$ cat config.mk
export PLATFORM = sky130hd
export DESIGN_NAME = ui_control_bank
export DESIGN_NICKNAME = d
export VERILOG_FILES = /design/src/rtl/ui_control_bank.sv
export SDC_FILE = /design/constraint.sdc
export NUM_CORES = 1
export LEC_CHECK = 0
export CAP_MARGIN = 20
export CELL_PAD_IN_SITES_DETAIL_PLACEMENT = 2
export CELL_PAD_IN_SITES_GLOBAL_PLACEMENT = 2
export CORE_MARGIN = 2
export CORE_UTILIZATION = 31
export DETAILED_ROUTE_END_ITERATION = 10
export PLACE_DENSITY_LB_ADDON = 0.15
export SETUP_SLACK_MARGIN = 0.15
export SLEW_MARGIN = 10
export SYNTH_ARGS = -nofsm -noshare
export SYNTH_HDL_FRONTEND = slang
export SYNTH_SLANG_ARGS = --single-unit
$ cat constraint.sdc
create_clock -name clk -period 4.75 [get_ports clk]
set_clock_uncertainty 0.2 [all_clocks]
set_input_delay 0.7125 -clock clk [delete_from_list [all_inputs] [get_ports clk]]
set_output_delay 0.7125 -clock clk [all_outputs]
set_load 0.005 [all_outputs]
$ cat src/rtl/ui_control_bank.sv
// Bank of NUM_CTRL mouse-adjustable controls selected by pointer zone, stepped by left/right buttons.
// Optional auto-repeat while a button is held is enabled by defining UI_AUTOREPEAT_EN.
module ui_control_bank #(
   parameter int NUM_CTRL    = 4,
   parameter int CTRL_W      = 12,
   parameter int ZONE_W      = 256,
   parameter int RESET_VAL   = 128,
   parameter int COARSE_STEP = 16,
   parameter int HOLDOFF     = 100000,
   parameter int REPEAT      = 20000
) (
   input  logic                         clk,
   input  logic                         rst,
   input  logic                         left_mouse,
   input  logic                         right_mouse,
   input  logic                         middle_mouse,
   input  logic [11:0]                  xpos,
   input  logic [11:0]                  ypos,
   output logic [NUM_CTRL*CTRL_W-1:0]   ctrl_val,
   output logic [$clog2(NUM_CTRL)-1:0]  active_idx,
   output logic                         step_pulse,
   output logic                         busy
);
   localparam int IDX_W = $clog2(NUM_CTRL);
   localparam logic [CTRL_W-1:0] MAXV = '1;

   typedef enum logic [1:0] {IDLE, HOLD, RPT} state_t;

   state_t                             state_q, state_d;
   logic [NUM_CTRL-1:0][CTRL_W-1:0]    val_q, val_d;
   logic [IDX_W-1:0]                   idx_q, idx_d;
   logic                               dir_q, dir_d;
   logic                               pulse_q, pulse_d;
   logic                               wait_q, wait_d;

   logic                               press, zone_ok, keep, do_step, step_dir;
   logic [IDX_W-1:0]                   zone, step_idx;
   logic [CTRL_W-1:0]                  step_amt, cur, nxt;
   logic                               unused_ypos;

`ifdef UI_AUTOREPEAT_EN
   localparam int CNT_MAX = (HOLDOFF > REPEAT) ? HOLDOFF : REPEAT;
   localparam int CNT_W   = $clog2(CNT_MAX + 1);
   logic [CNT_W-1:0] cnt_q, cnt_d, lim;
   assign lim = (state_q == HOLD) ? CNT_W'(HOLDOFF - 1) : CNT_W'(REPEAT - 1);
`endif

   assign unused_ypos = ^ypos;
   assign press   = left_mouse ^ right_mouse;
   assign zone_ok = 32'(xpos) < 32'(NUM_CTRL * ZONE_W);
   assign zone    = IDX_W'(32'(xpos) / ZONE_W);
   assign keep    = dir_q ? (right_mouse & ~left_mouse) : (left_mouse & ~right_mouse);

   // Saturating step datapath: IDLE steps the pointed zone, HOLD/RPT the latched one.
   assign step_idx = (state_q == IDLE) ? zone : idx_q;
   assign step_dir = (state_q == IDLE) ? right_mouse : dir_q;
   assign step_amt = middle_mouse ? CTRL_W'(COARSE_STEP) : CTRL_W'(1);
   assign cur      = val_q[step_idx];
   assign nxt      = step_dir ? (((MAXV - cur) < step_amt) ? MAXV : cur + step_amt)
                              : ((cur < step_amt) ? '0 : cur - step_amt);

   always_comb begin
      state_d = state_q;
      idx_d   = idx_q;
      dir_d   = dir_q;
      wait_d  = wait_q;
      do_step = 1'b0;
`ifdef UI_AUTOREPEAT_EN
      cnt_d   = cnt_q;
`endif
      case (state_q)
         IDLE: begin
            // wait_q blocks any press until both buttons have been seen released
            if (!(left_mouse | right_mouse)) begin
               wait_d = 1'b0;
            end else if (!wait_q) begin
               if (press && zone_ok) begin
                  do_step = 1'b1;
                  idx_d   = zone;
                  dir_d   = right_mouse;
                  state_d = HOLD;
`ifdef UI_AUTOREPEAT_EN
                  cnt_d   = '0;
`endif
               end else begin
                  wait_d = 1'b1;
               end
            end
         end
         default: begin
            if (!keep) begin
               state_d = IDLE;
               wait_d  = left_mouse | right_mouse;
`ifdef UI_AUTOREPEAT_EN
               cnt_d   = '0;
`endif
            end else begin
`ifdef UI_AUTOREPEAT_EN
               if (cnt_q == lim) begin
                  do_step = 1'b1;
                  cnt_d   = '0;
                  state_d = RPT;
               end else begin
                  cnt_d = cnt_q + 1'b1;
               end
`endif
            end
         end
      endcase
      val_d = val_q;
      if (do_step) val_d[step_idx] = nxt;
      pulse_d = do_step;
   end

   always_ff @(posedge clk or posedge rst) begin
      if (rst) begin
         state_q <= IDLE;
         val_q   <= {NUM_CTRL{CTRL_W'(RESET_VAL)}};
         idx_q   <= '0;
         dir_q   <= 1'b0;
         pulse_q <= 1'b0;
         wait_q  <= 1'b1;
`ifdef UI_AUTOREPEAT_EN
         cnt_q   <= '0;
`endif
      end else begin
         state_q <= state_d;
         val_q   <= val_d;
         idx_q   <= idx_d;
         dir_q   <= dir_d;
         pulse_q <= pulse_d;
         wait_q  <= wait_d;
`ifdef UI_AUTOREPEAT_EN
         cnt_q   <= cnt_d;
`endif
      end
   end

   assign ctrl_val   = val_q;
   assign active_idx = idx_q;
   assign step_pulse = pulse_q;
   assign busy       = (state_q != IDLE);
endmodule

==> reports/metrics.cfg <==
[placed_design]
post-dp-hpwl_um = 8340
place_ws_ps = 153
finalWeightedCongestion = 0.770
numPortBuffers = 60
placed_area_um2 = 4340

[timing]
fmax_ghz = 0.232
slew_violations = 0
min_period_over_period = 0.906
period_needed_ps = 4310
finalHoldViolCount = 0
slew_headroom = 0.453
setup_viol = 0
tightest_slew_ps = 819
rsz0062_at_grt = no
fin_tns_setup_ps = 0
worst_slack_ps = 444

[worst_setup_path]
worst_ep_arrival_time_ps = 4250
reg2regPathDepth = 10
cp-start-kind = input pin
crit_type = input pin to flip-flop
required_ps = 4690
end_kind = flip-flop
cp_max_fo = 8

[routing]
wl_per_cell_um = 20.1
routed_wl_um = 11200
routed_via_density = 5.39
route.detailed.drc = 0
antenna_left = 0
drtIter0Drc = 80
vias = 2999
first_pass_iters = 4

[synthesis]
synth.avg_cell_area_um2 = 10.2
synth-seq-cells = 54
synthArstFlopShare = 1.00
synth-compound-area-share = 0.155
synthCells = 347
synth-simple-area-share = 0.153
ys_seq_area_frac = 0.385
synth-main-ff-cell = dfrtp_1
postSynthNetCount = 387
yosys.area.top_type_share = 0.348
yosysWarnings = 0
synth_top_family_by_area = multiplexers
synth.largest_area_cell = dfrtp_1
yosysMostFrequentCell = dfrtp_1
synthMuxAreaShare = 0.204
yosys.area_share.adder = 0.0390
yosys-top-cells-count = 49 x dfrtp_1, 45 x nand2_1, 31 x mux2_2
synthTopCellsByArea = dfrtp_1 35%, mux2_2 9.9%, mux2i_1 6.2%
synth_edf_count = 0
syn_area_um2 = 3530
synth.distinct_cells = 59
synth-xor-area-share = 0.0224

[clock_tree]
cts_resized = 0
clk_transition_reported_paths_ps = 70
cts-buffers-inserted = 5
clock_path_buffers = 2
ctsHoldBuffers = 0
htree_levels = 2
cts_sinks = 54
cts_setup_buffers = 0
clockRootBuffer = clkbuf_16
clk-insertion-delay-late_ps = 290
cts_tree = done

[grt]
grt_pass1_vias = 3317
grt_max_degree = 37
overflow = 0
track_usage = 0.187
grt_pass1_wl_um = 18400
antenna_found_initial = 0

[die]
core_area_um2 = 11000
die_h_um = 111
initial_utilization = 0.321
die_w_um = 111
ios = 81
rows = 38
dieArea_um2 = 12200

[power]
swShare = 0.372
switchingPower_uw = 724
p_seq_frac = 0.358
p_per_area_nw_per_um2 = 435
p_int_uw = 1220
pwr-share-comb = 0.461
pwr-share-clk = 0.180
ir_drop_mv = 0.174
p_leak_uw = 0.00189
fin_total_pwr_uw = 1950

[run_status]
status = completed

[cells_and_area]
syn_to_final_growth_pct = 26.9
drive_above_1_share = 0.183
nNetsFinal = 456
final_core_util = 0.407
antenna_cells = 0
finalInstanceArea_um2 = 4470

[hold_path]
holdPathStages = 2
hold_path_class = flip-flop to flip-flop

[job]
cap_viol_max_count = 0

## path summary, 6_finish.rpt
check	start	endpoint	slack, ps
hold / removal	ctrl_val[36]	ctrl_val[36]	320
hold reg to reg	ctrl_val[36]	ctrl_val[36]	320
max in group asynchronous	rst	ctrl_val[9]	2880
min in group asynchronous	rst	ctrl_val[6]	710
setup reg to reg	state_q[0]	ctrl_val[41]	700
setup / recovery	xpos[8]	ctrl_val[41]	440
## routing by layer
layer | track usage | vias up | routed length [um]
li1 | - | 1409 | -
met1 | 0.243 | 1538 | 5160
met2 | 0.330 | 45 | 5630
met3 | 0.0262 | 7 | 292
met4 | 0.0392 | 0 | 90
met5 | 0 | - | 0
## stage by stage
step | hold WS, ps | std cells
3_3_place_gp | 289 | 549
2_1_floorplan | 294 | 347
3_5_place_dp | 315 | 549
6_report | 324 | 556
5_1_grt | 362 | 556
4_1_cts | 333 | 556
## placed cells by master (no fill, tap or decap), types with 2 or more instances in the layout
cell type and count:
o31ai_1 5, or3_1 5, nor3b_1 2, clkbuf_16 5
xnor2_1 8, o211ai_1 2, o21a_1 4, nor4_1 2
and3_1 2, clkdlybuf4s50_1 60, mux4_2 3, clkbuf_1 2
a41oi_1 3, o32ai_1 3, o32a_1 4, mux2i_4 3
nor3_1 6, o22ai_1 4, o21ai_1 9, o21ai_0 11
dfstp_2 5, nor4b_1 2, mux2_2 31, a21oi_1 8
ha_1 11, a2111o_1 3, mux2i_1 22, o31a_1 2
a31oi_1 3, nor2b_1 3, dfrtp_1 49, a21o_1 3
nand3_1 7, nand2b_1 6, nor2_1 17, inv_1 15
nand4b_1 3, nand2_1 45, buf_4 17
## area by class of cell
class                   count  area, um2
well taps                 140        175
flip-flops and latches     54       1360
clock buffers               7        133
fillers                  1212       6510
inverters                  16       60.1
repair buffers             77        728
multi-input cells         262       2020
## power by group through the flow
stage               clock network [uW]  registers, uW  logic [uW]
floorplan                            0            675         513
CTS                                364            700         908
global placement                     0            701         871
detailed placement                   0            707         900
global route                       379            718         989
finish                             351            697         898
## state kept, by name, summed over array words and instances (netlist names)
register,cells
ctrl_val,48
active_idx,2
dir_q,1
state_q,1
step_pulse,1
wait_q,1
## worst max-delay path, cell delays in order
cell and delay (ps):
clkdlybuf4s50_1 550, mux2i_4 500, mux2i_1 260, mux2i_1 140, ha_1 480, nor2b_1 90, a41oi_1 610, nor3_1 110
a211o_1 290, a21oi_1 350, a31oi_1 160
## logic make-up (layout without fill, tap and decap cells)
group                      after synthesis  in the layout
adders and majority gates               11             11
muxes                                   60             60
buffers and inverters                   31            100
and+or+nand+nor                        107            107
DFF                                     54             54
xor gates and xnor gates                 9              9
AOI/OAI and AO/OA                       75             75
No activity file was read; power rests on OpenSTA's default activity.
